### src/rtl/store_buffer.sv
// store_buffer: in-order store queue that formats sub-word stores, drains them to memory and flags load conflicts
module store_buffer #(
   parameter int DEPTH = 4
) (
   input  logic                     clk,
   input  logic                     reset,
   input  logic                     StoreValidM,
   input  logic [1:0]               StoreTypeM,
   input  logic [31:0]              AddrM,
   input  logic [31:0]              WriteDataM,
   input  logic                     LoadValidM,
   input  logic                     MemReqReady,
   output logic                     MemReqValid,
   output logic [31:0]              MemReqAddr,
   output logic [31:0]              MemReqData,
   output logic [3:0]               MemReqStrb,
   output logic                     StallM2H,
   output logic                     MisalignM2H,
   output logic [$clog2(DEPTH):0]   CountM
);
   localparam int AW = $clog2(DEPTH);

   logic [29:0]      addr_q [DEPTH];
   logic [31:0]      data_q [DEPTH];
   logic [3:0]       strb_q [DEPTH];
   logic [DEPTH-1:0] vld;
   logic [AW-1:0]    wr_ptr, rd_ptr;
   logic [31:0]      fdata;
   logic [3:0]       fstrb;
   logic             sb, sh, sw, mis, full, conflict, enq, deq;

   // lane-align the store and decide whether it may enter the queue
   always_comb begin
      sb       = StoreTypeM == 2'b00;
      sh       = StoreTypeM == 2'b01;
      sw       = StoreTypeM == 2'b10;
      fdata    = sb ? {4{WriteDataM[7:0]}} : sh ? {2{WriteDataM[15:0]}} : WriteDataM;
      fstrb    = sb ? 4'b0001 << AddrM[1:0] : sh ? (AddrM[1] ? 4'b1100 : 4'b0011) : 4'b1111;
      mis      = (sh & AddrM[0]) | (sw & |AddrM[1:0]) | (&StoreTypeM);
      full     = CountM == (AW+1)'(DEPTH);
      conflict = 1'b0;
      for (int i = 0; i < DEPTH; i++)
         if (vld[i] && addr_q[i] == AddrM[31:2]) conflict = 1'b1;
      conflict    = conflict & LoadValidM;
      StallM2H    = (StoreValidM & full) | conflict;
      enq         = StoreValidM & ~mis & ~StallM2H;
      MemReqValid = CountM != '0;
      deq         = MemReqValid & MemReqReady;
      MemReqAddr  = MemReqValid ? {addr_q[rd_ptr], 2'b00} : 32'h0;
      MemReqData  = MemReqValid ? data_q[rd_ptr] : 32'h0;
      MemReqStrb  = MemReqValid ? strb_q[rd_ptr] : 4'h0;
   end

   // queue control: pointers, occupancy, per-entry valid and the one-shot misalign flag
   always_ff @(posedge clk or negedge reset) begin
      if (!reset) begin
         wr_ptr      <= '0;
         rd_ptr      <= '0;
         CountM      <= '0;
         vld         <= '0;
         MisalignM2H <= 1'b0;
      end else begin
         MisalignM2H <= StoreValidM & mis & ~StallM2H;
         CountM      <= CountM + (AW+1)'(enq) - (AW+1)'(deq);
         if (deq) begin
            vld[rd_ptr] <= 1'b0;
            rd_ptr      <= rd_ptr + AW'(1);
         end
         if (enq) begin
            vld[wr_ptr] <= 1'b1;
            wr_ptr      <= wr_ptr + AW'(1);
         end
      end
   end

   // entry payload; outputs are gated by occupancy so these need no reset
   always_ff @(posedge clk) begin
      if (enq) begin
         addr_q[wr_ptr] <= AddrM[31:2];
         data_q[wr_ptr] <= fdata;
         strb_q[wr_ptr] <= fstrb;
      end
   end
endmodule

### config.mk
export PLATFORM = sky130hd
export DESIGN_NAME = store_buffer
export DESIGN_NICKNAME = d
export VERILOG_FILES = /design/src/rtl/store_buffer.sv
export SDC_FILE = /design/constraint.sdc
export NUM_CORES = 1
export LEC_CHECK = 0
export BUFFER_PORTS_ARGS = -buffer_cell sky130_fd_sc_hd__buf_2
export CORE_AREA = 2 2 134 162
export DETAILED_ROUTE_END_ITERATION = 12
export DIE_AREA = 0 0 136 164
export PLACE_DENSITY = 0.84
export SLEW_MARGIN = 30
export SYNTH_ARGS = -nofsm -noshare
export SYNTH_HDL_FRONTEND = slang
export SYNTH_SLANG_ARGS = --single-unit
### constraint.sdc
create_clock -name clk -period 11.1 [get_ports clk]
set_clock_uncertainty 0.15 [all_clocks]
set_input_delay 2.22 -clock clk [delete_from_list [all_inputs] [get_ports clk]]
set_output_delay 2.22 -clock clk [all_outputs]
set_load 0.02 [all_outputs]
==> summary.txt, run 1 <==
status -> complete, no violations
Clock Sinks -> 276
EDFF count, synth -> 264
DP Area -> 13600 um2
clock tree root driver cell -> clkbuf_16
GR Util All Layers -> 0.256
Max FO, Critical Path -> 11
Worst EP arrival -> 4120 ps
Critical Path RT -> 8730 ps
Main synth FF type -> edfxtp_1
Seq/Total Area, Yosys -> 0.642
post-synth top area cell -> edfxtp_1
Hold Path Class -> flip-flop to flip-flop
Setup TNS Final -> 0 ps
Max Slew Vio Count -> 0
register area -> 8230 um2
pwr/cell area -> 242 nW/um2
max incr delay on CP -> 410 ps
Die Height -> 164 um
fillers -> 1368
gr ovfl total -> 0
share of layout cells above drive strength 1 -> 0.343
Via-to-Cell Ratio -> 5.88
CTS Hold Buffers Added -> 0
Netlist cell types -> 37
Psw -> 1150 uW
period utilisation layout -> 0.585
multi-input logic area -> 4180 um2
vias in the first global route -> 7068
Die X -> 136 um
WP buf/inv -> 3
Synth Cell Area -> 12800 um2
die footprint -> 22300 um2
Max clock buf depth -> 3
Slew @ Worst Pin -> 888 ps
number of I/O pins -> 145
Hold Fails Final Rpt -> 0
#FFs+latches synth -> 276
Clk pwr share -> 0.267
RD Place Congestion -> 0.897
clk_lat worst skew -> 530 ps
combinational cell fraction of total power -> 0.346
routed vias -> 6815
final wirelength -> 27600 um
Iteration-0 DRC Markers -> 671
Post-CTS Setup Inserts -> 0
Leakage -> 0.00488 uW
CTS tree -> built
min Tclk post-route -> 6490 ps
Synth Instances -> 748
Starting Density -> 0.618
WL/cell -> 23.8 um
hold slack -> 367 ps
max frequency -> 0.154 GHz
Top delay family on crit path -> simple AND/OR/NAND/NOR gates
sw frac -> 0.328
hpwl dp -> 17800 um
DRC -> 0
first-pass GRT wire length -> 42100 um
Synth area leaders -> edfxtp_1 62%, mux4_2 12%, xnor2_1 7.7%, and2_1 3.3%, dfrtp_1 2.3%
critical setup path kind -> primary input to output port
fraction of registers with async set/reset -> 0.0435
initial antenna violation count -> 3
top post-synthesis cells by count -> 264 x edfxtp_1, 113 x xnor2_1, 67 x and2_1
peak supply drop -> 0.227 mV
pre-CTS WS -> 4620 ps
RSZ-0062 raised after global routing -> no
internal power -> 2360 uW
P&R area growth vs syn -> 12.8%
max_cap viols -> 0
largest net degree at the start of global routing -> 70
Slew HR -> 0.406
nets -> 949
TritonCTS buffer count -> 26
post-synth top area share -> 0.618
CTS H-tree lvls -> 1
Crit. End Element -> output port
CP startpoint kind -> primary input
Seq pwr share -> 0.387
Port Buffers -> 142
count leader, synth -> edfxtp_1
Resize count post-CTS -> 0
# rows -> 58
DRT antenna net count -> 0
critical path, cell by cell -> buf_2 > xnor2_1 > nand4_1 > nor4_2 > a22oi_2 > a21boi_2 > buf_4 > a31o_2 > buf_2
Syn Area/Cell -> 17.1 um2
core area -> 20800 um2
final worst-path setup slack -> 4610 ps
CTS clk-pin slew, worst paths -> 60 ps
crit path max-delay cell type -> nor4_2
drt first pass iters -> 7
Crit path top cell by count -> buf_2
# setup viols final -> 0
Ys Warns -> 0
Final Cell Area -> 14500 um2
## kinds of logic (layout without fill, tap and decap cells)
| group | Yosys count | count (layout) | synth area share |
|---|---|---|---|
| flip-flops | 276 | 276 | 0.642 |
| AND/OR/NAND/NOR | 151 | 151 | 0.0714 |
| XOR/XNOR | 123 | 123 | 0.0899 |
| multiplexers | 90 | 90 | 0.136 |
| buffers and inverters | 68 | 205 | 0.0347 |
| AO/OA/AOI/OAI | 28 | 28 | 0.0143 |
| adder cells (fa/ha/maj) | 11 | 11 | 0.0113 |
| other | 1 | 5 | 0.000293 |
## through the flow
stage / std cells / total power, uW / util
floorplan: 749 / 2240 / -
global placement: 1109 / 2590 / 0.653
detailed placement: 1109 / 2600 / 0.653
CTS: 1156 / 3530 / 0.696
global route: 1157 / 3660 / 0.697
finish: 1159 / 3510 / 0.697
## layout make-up
class,instances,area share
diodes,3,0.000519
well taps,270,0.0234
clock buffers,32,0.0480
repair buffers,150,0.0538
flip-flops and latches,276,0.569
clock inverters,15,0.0141
inverters,8,0.00208
multi-input cells,405,0.289
## worst register-to-register path, cell delays in order (launching register included)
cell and delay, ps:
edfxtp_1 430, xnor2_2 240, nand4_1 190, nor4_2 410
a22oi_2 190, a21boi_2 150, buf_4 240, or3_1 150
ha_1 220, inv_1 60, ha_1 130, inv_1 50
fa_1 400, xnor2_1 190, xnor2_1 150
## path summary, 6_finish.rpt
check                       endpoint  slack [ps]  cells past startpoint     startpoint
max                         StallM2H        4610                      9      AddrM[22]
min                           vld[3]         370                      2         vld[3]
max reg2reg                CountM[2]        7670                     14  addr_q[3][22]
min reg2reg                   vld[3]         370                      2         vld[3]
max in group asynchronous  rd_ptr[0]        9130                      1          reset
min in group asynchronous  wr_ptr[1]        1420                      1          reset
## placed cells by master (no fill, tap or decap), types with 2 or more instances in the layout
master	n
edfxtp_1	264
buf_2	142
xnor2_1	113
and2_1	67
mux4_2	66
nand4_1	30
clkbuf_16	27
nand2_1	24
mux2_2	16
dfrtp_1	10
xnor2_2	10
o21ai_0	10
ha_1	10
nor4_2	9
inv_1	8
mux2i_1	8
clkinv_2	7
nor2_1	6
buf_4	6
clkbuf_1	5
bufinv_16	5
nand3_1	4
a21oi_1	4
o21ai_1	4
nor2_4	4
diode_2	3
a22oi_2	2
a21o_1	2
o21bai_1	2
nand3b_1	2
conb_1	2
clkinvlp_4	2
buf_6	2
## power groups by stage
| stage | Sequential [uW] | Combinational [uW] | Clock, uW |
|---|---|---|---|
| 6_report | 1360 | 1210 | 935 |
| 5_1_grt | 1370 | 1310 | 983 |
| 4_1_cts | 1360 | 1230 | 946 |
| 3_5_place_dp | 1380 | 1220 | 0 |
| 3_3_place_gp | 1370 | 1210 | 0 |
| 2_1_floorplan | 1350 | 889 | 0 |
## registers in the layout, summed over array words and instances, names as in the netlist
signal	flops
addr_q	120
MisalignM2H	1
CountM	3
wr_ptr	2
rd_ptr	2
data_q	128
vld	4
strb_q	16
## metal layers
metal,routed length [um],GRT usage,vias to the layer above
li1,-,-,3066
met1,10600,0.339,3421
met2,14200,0.433,286
met3,2150,0.0500,42
met4,765,0.0810,0
met5,0,0,-
No activity file was read; power rests on OpenSTA's default activity.
==> run 2, diff against run 1 <==
--- a/config.mk
+++ b/config.mk
@@ -6,10 +6,10 @@
 export NUM_CORES = 1
 export LEC_CHECK = 0
 export BUFFER_PORTS_ARGS = -buffer_cell sky130_fd_sc_hd__buf_2
-export CORE_AREA = 2 2 134 162
+export CORE_AREA = 2 2 145 176
 export DETAILED_ROUTE_END_ITERATION = 12
-export DIE_AREA = 0 0 136 164
-export PLACE_DENSITY = 0.84
+export DIE_AREA = 0 0 147 178
+export PLACE_DENSITY = 0.76
 export SLEW_MARGIN = 30
 export SYNTH_ARGS = -nofsm -noshare
 export SYNTH_HDL_FRONTEND = slang
==> constraint.sdc (replaced) <==
create_clock -name clk -period 5.5 [get_ports clk]
set_clock_uncertainty 0.15 [all_clocks]
set_input_delay 1.1 -clock clk [delete_from_list [all_inputs] [get_ports clk]]
set_output_delay 1.1 -clock clk [all_outputs]
set_load 0.02 [all_outputs]
==> run 2 against run 1 <==
- register-to-register slack got worse by 5600 ps
- sequential cell count unchanged
- hold slack got worse by 63 ps
- largest power group unchanged
- largest cell class unchanged
==> summary.txt, run 2 (synthesis results as in run 1) <==
max incr delay on CP -> 360 ps
final non-filler cell total -> 1221
Slew HR -> 0.404
Leakage -> 0.00496 uW
Clock Sinks -> 276
RSZ-0062 raised after global routing -> no
pwr/cell area -> 481 nW/um2
CP startpoint kind -> primary input
setup slack, reg-to-reg -> 2110 ps
Slew @ Worst Pin -> 895 ps
DRC -> 0
initial antenna violation count -> 2
crit path max-delay cell type -> xnor2_1
Crit path top cell by count -> buf_2
R2R depth -> 14
Via-to-Cell Ratio -> 5.56
# setup viols final -> 0
nets -> 958
Hold Path Class -> primary input to asynchronous set/reset pin
register area -> 8230 um2
max_cap viols -> 0
Hold Fails Final Rpt -> 0
final wirelength -> 27700 um
most flop-heavy register -> data_q
DP Area -> 13800 um2
drt first pass iters -> 5
# rows -> 63
gr ovfl total -> 0
Post-CTS Setup Inserts -> 0
Largest regs -> data_q x128, addr_q x120, strb_q x16
multi-input logic area -> 4180 um2
critical path, cell by cell -> buf_2 > xnor2_1 > nand4_1 > nor4_2 > a22oi_2 > a21boi_2 > buf_4 > a31o_2 > buf_2
CTS clk-pin slew, worst paths -> 60 ps
critical setup path kind -> primary input to output port
CTS Hold Buffers Added -> 0
first-pass GRT wire length -> 42000 um
vias in the first global route -> 6937
die footprint -> 26200 um2
Starting Density -> 0.525
CTS tree -> built
Max Slew Vio Count -> 0
peak supply drop -> 0.455 mV
clock tree root driver cell -> clkbuf_16
met1 usage -> 0.276
Setup TNS Final -> 0 ps
CTS H-tree lvls -> 1
fillers -> 1862
Top delay family on crit path -> buffers and inverters
WP buf/inv -> 3
GR Util All Layers -> 0.214
Port Buffers -> 142
Resize count post-CTS -> 0
Max clock buf depth -> 3
Worst EP arrival -> 3010 ps
share of layout cells above drive strength 1 -> 0.347
Die Height -> 178 um
clk_lat worst skew -> 530 ps
Critical Path RT -> 4250 ps
Max FO, Critical Path -> 11
Die X -> 147 um
commonest non-fill, non-tap cell in the layout -> edfxtp_1
RD Place Congestion -> 0.852
hpwl dp -> 18700 um
status -> complete, no violations
leading cell types in the layout, fill and taps excluded -> 264 x edfxtp_1, 142 x buf_2, 113 x xnor2_1
max frequency -> 0.235 GHz
routed vias -> 6792
WL/cell -> 22.7 um
met2 GRT Util -> 0.379
GRT busiest layer -> met2
TritonCTS buffer count -> 27
min Tclk post-route -> 4260 ps
largest net degree at the start of global routing -> 69
number of I/O pins -> 145
period utilisation layout -> 0.774
placed cells -> 1171
Crit. End Element -> output port
Final Cell Area -> 14700 um2
Reg-to-Reg Start -> addr_q[2][15]
P&R area growth vs syn -> 14.7%
GR Layer Usage met3 -> 0.0450
core area -> 24400 um2
Iteration-0 DRC Markers -> 558
hold slack -> 304 ps
max reg flops -> 128
worst r2r dst -> CountM[2]
DRT antenna net count -> 0
==> run 2: cell types whose count changed in the layout (fill, tap and decap cells not counted), moves of 2 or more <==
cell      previous run  this run
buf_12               0         4
buf_6                2         0
diode_2              3         1
clkinv_1             1         4
buf_16               0         4
==> run 2: report_power, final <==
part	internal [uW]	switching, uW
sequential	2570	237
combinational	1100	1330
clock	1080	753
total	4750	2320
==> run 2: layout make-up <==
type | count | area share
inverter | 8 | 0.00204
antenna | 1 | 0.000170
timing repair buffer | 158 | 0.0659
sequential | 276 | 0.560
clock buffer | 31 | 0.0470
clock inverter | 17 | 0.0127
tap | 325 | 0.0277
multi-input combinational | 405 | 0.284
==> run 2: metal layers <==
metal | wire [um] | part of all wire
met4 | 522 | 0.019
met2 | 14300 | 0.52
met3 | 2000 | 0.072
met5 | 23 | 0.00083
met1 | 10800 | 0.39
==> run 2: worst reg2reg max path, delay by kind of cell, from the launching register on <==
family	cells	cell delay, ps
fa+ha+maj	3	750
simple gates	3	710
xor+xnor	3	610
flops	1	410
buf+inv	3	350
compound gates	2	300
==> run 2: how the worst max path moves through the flow <==
stage / to / startpoint / cells past startpoint / slack [ps]
floorplan: addr_q[0][0] / AddrM[29] / 8 / 60
global placement: CountM[2] / AddrM[17] / 15 / 1210
detailed placement: CountM[2] / AddrM[17] / 15 / 1170
CTS: StallM2H / AddrM[17] / 9 / 1220
global route: StallM2H / AddrM[17] / 9 / 1180
finish: StallM2H / AddrM[17] / 9 / 1240
==> run 2: stage by stage <==
stage	util	setup slack [ps]	total power [uW]
6_report	0.601	1240	7070
5_1_grt	0.601	1180	7420
4_1_cts	0.600	1220	7160
3_5_place_dp	0.564	1170	5310
3_3_place_gp	0.560	1210	5280
2_1_floorplan	-	60.2	4520
